<file path="src/rtl/midi_rx.sv">
// MIDI serial receiver: 8N1 deserialiser with mid-bit sampling feeding a small show-ahead FIFO.
// Sticky overrun/framing flags are cleared by the CPU with rx_clr_err.
module midi_rx #(
  parameter int unsigned CLKHZ = 28000000,
  parameter int unsigned BAUD  = 31250,
  parameter int unsigned DEPTH = 4
) (
  input  logic       clk,
  input  logic       reset_n,
  input  logic       midi_in,
  input  logic       rx_rd,
  input  logic       rx_clr_err,
  output logic [7:0] rx_data,
  output logic       rx_empty,
  output logic       rx_full,
  output logic       overrun,
  output logic       frame_err,
  output logic       rx_busy
);

  localparam int unsigned BitClks  = CLKHZ / BAUD;
  localparam int unsigned HalfClks = BitClks / 2;
  localparam int unsigned CntW     = $clog2(BitClks);
  localparam int unsigned AW       = $clog2(DEPTH);

  localparam logic [CntW-1:0] BitLoad  = CntW'(BitClks - 1);
  localparam logic [CntW-1:0] HalfLoad = CntW'(HalfClks - 1);
  localparam logic [CntW-1:0] CntOne   = CntW'(1);
  localparam logic [AW:0]     PtrOne   = (AW + 1)'(1);

  typedef enum logic [2:0] {StIdle, StStart, StData, StStop, StWaitHi} state_e;

  state_e          state_q, state_d;
  logic            sync1_q, rxs_q, rxs_prev_q;
  logic [CntW-1:0] cnt_q, cnt_d;
  logic [2:0]      bit_q, bit_d;
  logic [7:0]      shreg_q, shreg_d;
  logic            push_q, push_d;
  logic [AW:0]     wr_ptr_q, wr_ptr_d, rd_ptr_q, rd_ptr_d;
  logic            overrun_q, overrun_d, frame_err_q, frame_err_d;
  logic [7:0]      mem_q [DEPTH];

  logic cnt_zero, fall_det, start_ok, data_tick, stop_good, stop_bad;
  logic do_pop, do_push, ovr_set;

  assign cnt_zero = (cnt_q == '0);

  // Sync chain presets to 1 so a reset never looks like a falling edge.
  always_ff @(posedge clk or negedge reset_n) begin
    if (!reset_n) begin
      sync1_q    <= 1'b1;
      rxs_q      <= 1'b1;
      rxs_prev_q <= 1'b1;
    end else begin
      sync1_q    <= midi_in;
      rxs_q      <= sync1_q;
      rxs_prev_q <= rxs_q;
    end
  end

  always_ff @(posedge clk or negedge reset_n) begin
    if (!reset_n) state_q <= StIdle;
    else          state_q <= state_d;
  end

  always_comb begin
    state_d = state_q;
    unique case (state_q)
      StIdle:   if (rxs_prev_q && !rxs_q) state_d = StStart;
      StStart:  if (cnt_zero) state_d = rxs_q ? StIdle : StData;
      StData:   if (cnt_zero && bit_q == 3'd7) state_d = StStop;
      StStop:   if (cnt_zero) state_d = rxs_q ? StIdle : StWaitHi;
      StWaitHi: if (rxs_q) state_d = StIdle;
      default:  state_d = StIdle;
    endcase
  end

  always_comb begin
    rx_busy   = (state_q != StIdle);
    fall_det  = 1'b0;
    start_ok  = 1'b0;
    data_tick = 1'b0;
    stop_good = 1'b0;
    stop_bad  = 1'b0;
    unique case (state_q)
      StIdle:  fall_det  = rxs_prev_q & ~rxs_q;
      StStart: start_ok  = cnt_zero & ~rxs_q;
      StData:  data_tick = cnt_zero;
      StStop: begin
        stop_good = cnt_zero & rxs_q;
        stop_bad  = cnt_zero & ~rxs_q;
      end
      default: ;
    endcase
  end

  always_comb begin
    cnt_d   = cnt_q;
    bit_d   = bit_q;
    shreg_d = shreg_q;
    push_d  = stop_good;
    if (fall_det)                  cnt_d = HalfLoad;
    else if (start_ok | data_tick) cnt_d = BitLoad;
    else if (rx_busy && !cnt_zero) cnt_d = cnt_q - CntOne;
    if (start_ok) bit_d = 3'd0;
    if (data_tick) begin
      bit_d   = bit_q + 3'd1;
      shreg_d = {rxs_q, shreg_q[7:1]};
    end
  end

  // A pop frees the slot a simultaneous push needs, so that case never overruns.
  always_comb begin
    rx_empty    = (wr_ptr_q == rd_ptr_q);
    rx_full     = (wr_ptr_q[AW] != rd_ptr_q[AW]) && (wr_ptr_q[AW-1:0] == rd_ptr_q[AW-1:0]);
    do_pop      = rx_rd & ~rx_empty;
    do_push     = push_q & (~rx_full | do_pop);
    ovr_set     = push_q & rx_full & ~do_pop;
    wr_ptr_d    = do_push ? wr_ptr_q + PtrOne : wr_ptr_q;
    rd_ptr_d    = do_pop ? rd_ptr_q + PtrOne : rd_ptr_q;
    overrun_d   = ovr_set | (overrun_q & ~rx_clr_err);
    frame_err_d = stop_bad | (frame_err_q & ~rx_clr_err);
    rx_data     = rx_empty ? 8'h00 : mem_q[rd_ptr_q[AW-1:0]];
  end

  always_ff @(posedge clk or negedge reset_n) begin
    if (!reset_n) begin
      cnt_q       <= '0;
      bit_q       <= 3'd0;
      shreg_q     <= 8'h00;
      push_q      <= 1'b0;
      wr_ptr_q    <= '0;
      rd_ptr_q    <= '0;
      overrun_q   <= 1'b0;
      frame_err_q <= 1'b0;
    end else begin
      cnt_q       <= cnt_d;
      bit_q       <= bit_d;
      shreg_q     <= shreg_d;
      push_q      <= push_d;
      wr_ptr_q    <= wr_ptr_d;
      rd_ptr_q    <= rd_ptr_d;
      overrun_q   <= overrun_d;
      frame_err_q <= frame_err_d;
    end
  end

  always_ff @(posedge clk) begin
    if (do_push) mem_q[wr_ptr_q[AW-1:0]] <= shreg_q;
  end

  assign overrun   = overrun_q;
  assign frame_err = frame_err_q;

endmodule

</file>
<file path="config.mk">
export PLATFORM = sky130hd
export DESIGN_NAME = midi_rx
export DESIGN_NICKNAME = d
export VERILOG_FILES = /design/src/rtl/midi_rx.sv
export SDC_FILE = /design/constraint.sdc
export NUM_CORES = 1
export LEC_CHECK = 0
export BUFFER_PORTS_ARGS = -buffer_cell sky130_fd_sc_hd__clkbuf_2
export CORE_MARGIN = 8
export CORE_UTILIZATION = 46
export CTS_BUF_LIST = sky130_fd_sc_hd__clkbuf_8 sky130_fd_sc_hd__clkbuf_16
export CTS_CLUSTER_SIZE = 20
export DETAILED_ROUTE_END_ITERATION = 10
export SETUP_SLACK_MARGIN = 0.4
export SLEW_MARGIN = 15
export SYNTH_ARGS = -nofsm -noshare
export SYNTH_HDL_FRONTEND = slang
export SYNTH_SLANG_ARGS = --single-unit
</file>
<file path="constraint.sdc">
create_clock -name clk -period 2.4 [get_ports clk]
set_input_delay 0.12 -clock clk [delete_from_list [all_inputs] [get_ports clk]]
set_output_delay 0.12 -clock clk [all_outputs]
set_load 0.02 [all_outputs]
</file>
==> results.toml <==
[cells_and_area]
drive_gt1_share_pct = 38.18
fin_util_pct = 58.64
fin_nets = 284
stdcell_area_sq_um = 3724
area_growth_pct = 23.59
antennaDiodeCount = 0
multiInputGateArea_sq_um = 1157
num-fill-cells = 502
regArea_sq_um = 1867

[global_routing]
grt_use_total_pct = 10.97
grt_pass1_vias = 1753
grt_max_degree = 37
antenna_found_initial = 0
grt_first_pass_wirelength_um = 8342
grt-ovfl-total = 0

[clock_network]
clk_latency_ns = 0.34
cts_buffers = 9
clkTransAtPathRegs_ns = 0.08
cts_htree_levels = 3
clock-root-buffer = "clkbuf_8"
cts.sinks = 68
clock_path_buffers = 2
cts_tree = "done"

[die]
start_util_pct = 47.45
core_area_sq_um = 6350
ios = 18
num_rows = 29
die_h_um = 96.93
die_w_um = 96.93
dieArea_sq_um = 9395

[power_and_ir_drop]
p_per_area_nw_per_um2 = 957.1
p_comb_share_pct = 29.8
vdd_drop_max_uv = 586.6
power_frac_seq_pct = 41.2
internal-power_w = 0.002425
p_leak_nw = 1.526
p_sw_share_pct = 31.96
pwr-share-clk_pct = 29.0
p_switching_w = 0.001139

[yosys]
ys_ff_latch = 68
syn_area_sq_um = 3013
synth.net_count = 232
synth_top_flop_cell = "dfrtp_1"
yosysSeqAreaShare_pct = 61.92
ys_async_sr_fraction_pct = 52.94
ys_warn_count = 0
synth_cells = 218
synth_top_area_share_pct = 31.89
synth_commonest_cells = "dfrtp_1, edfxtp_1, nand2_1"
avgSynthCellArea_sq_um = 13.82
synth_edf_count = 32
yosysMostFrequentCell = "dfrtp_1"
synth_area_leaders = "edfxtp_1, dfrtp_1, mux4_2, mux2_2, ha_1"
yosys.area.top_type = "edfxtp_1"
synth.distinct_cells = 42

[setup_path]
max_stage_delay_ns = 0.55
r2r_end = "cnt_q[7]"
endpoint_kind = "register"
reg2regPathDepth = 6
slowest_stage = "or4_4"
criticalPathCategory = "reg -> reg"
crit_family = "simple AND/OR/NAND/NOR gates"
path_cells = "or4_4 -> nor3_4 -> buf_4 -> a21oi_1 -> o21ai_0 -> o311ai_0"
crit_fanout = 6
reg2reg_slack_ns = 0.38
rr_startpoint = "cnt_q[6]"
cp.arrival_ns = 2.21
cp_num_buf_inv = 1
crit_required_ns = 2.59
critPathLaunchType = "register"

[timing]
timing_hold_violations_final = 0
clock_skew_ns = 0.008032
rsz0062_at_grt = "yes"
post-route-period-util_pct = 84.27
post-route-min-period_ns = 2.022
fmax_ghz = 0.4945
whs_ns = 0.1163
setup_viol = 0
final_max_slew_viol_count = 0
setup_tns_ns = 0
tightest_slew_ns = 0.9189
relSlewSlack_pct = 38.74

[worst_hold_path]
min_to = "overrun"
holdCritPathClass = "in -> reg"
min_path_cells = 4
worstHoldStart = "rx_rd"

[placement]
gp_congestion = 0.8228
numPortBuffers = 17
placed_area_sq_um = 3257
hpwl_um = 3265

[drt]
drt_iter0_markers = 59
vias = 1822
routed_wl_um = 5328
ant_nets = 0
drc = 0
dr.pass1.iters = 4
wl_per_cell_um = 15.14
vias_per_cell = 5.176

[outcome]
outcome = "finished, final reports clean"

[flow_run]
maxCapViolations = 0
layout by cell type, fill, tap and decap left out, types with 3 or more instances in the layout:
master	instances
dfrtp_1	32
edfxtp_1	32
buf_4	25
nand2_1	17
clkbuf_2	17
inv_1	12
mux2_2	11
nor2b_1	9
clkbuf_8	9
mux4_2	8
ha_1	8
xor2_1	7
nor3_1	6
xnor2_1	6
nor2_1	6
a21oi_1	5
nor2_2	4
o21ai_0	4
nand2b_1	3
nand3_1	3
clkinv_4	3
dlygate4sd3_1	3
dfstp_2	3
timing repair:
item / in CTS / in global routing
gates resized for setup: 0 / 21
gates cloned: 0 / 1
setup buffers: 0 / 15
hold buffers: 3 / 0
hold endpoints to repair: 36 / 0
setup endpoints to repair: 5 / 27
pin swaps: 1 / 5
through the flow:
step,power [W],worst slack [ns],std cells
6_report,0.003564,0.3776,352
5_1_grt,0.003762,0.3185,352
4_1_cts,0.003456,0.3820,336
3_5_place_dp,0.002412,0.3530,317
3_3_place_gp,0.002408,0.3811,317
2_1_floorplan,0.002145,0.2934,218
power groups by stage:
stage          sequential, W  clock (W)  combinational, W
2_1_floorplan        0.00145          0          0.000699
3_3_place_gp         0.00148          0          0.000931
3_5_place_dp         0.00148          0          0.000936
4_1_cts              0.00145    0.00106          0.000944
5_1_grt              0.00148    0.00111           0.00117
6_report             0.00147    0.00103           0.00106
worst max path at each step:
stage                      startpoint     endpoint  slack [ns]  cells after the start
after CTS                    cnt_q[5]     cnt_q[4]        0.38                      5
after global routing         cnt_q[6]     cnt_q[7]        0.32                      6
final                        cnt_q[6]     cnt_q[7]        0.38                      6
after detailed placement     cnt_q[5]    frame_err        0.35                      5
after floorplan           rd_ptr_q[1]  rd_ptr_q[1]        0.29                      5
after global placement       cnt_q[5]    frame_err        0.38                      5
registers in the layout, summed over array words and instances, names as in the netlist:
| name | flops |
|---|---|
| rxs_prev_q | 1 |
| state_q | 3 |
| mem_q | 32 |
| bit_q | 3 |
| wr_ptr_q | 3 |
| cnt_q | 10 |
| shreg_q | 8 |
| rd_ptr_q | 3 |
| push_q | 1 |
| frame_err | 1 |
| overrun | 1 |
| rxs_q | 1 |
| sync1_q | 1 |
worst reg2reg max path, cell delays in order (launching register included):
cell	delay, ns
dfrtp_1	0.47
or4_4	0.55
nor3_4	0.30
buf_4	0.16
a21oi_1	0.04
o21ai_0	0.19
o311ai_0	0.17
final cells by class:
class	instances	area share (%)
Sequential cell	68	50.13
Multi-Input combinational cell	130	31.08
Timing Repair Buffer	47	8.737
Clock buffer	9	3.327
Clock inverter	7	2.722
Tap cell	77	2.587
Inverter	14	1.411
cell families (layout without fill, tap and decap cells):
logic type / Yosys count / after routing / share of synthesized area, %
AOI/OAI and AO/OA: 22 / 22 / 5.067
xor gates and xnor gates: 13 / 13 / 3.779
adders and majority gates: 9 / 9 / 3.738
buffers and inverters: 20 / 77 / 2.949
DFF: 68 / 68 / 61.92
muxes: 19 / 19 / 10.09
and+or+nand+nor: 67 / 67 / 12.46
per-layer routing:
metal	GRT usage, %	vias up	share of wire, %
li1	-	893	-
met1	13.08	882	46
met2	17.14	32	48
met3	3.343	15	3.4
met4	6.391	0	2.7
met5	0	-	0
Note: power is estimated with default switching activity, not from simulation.
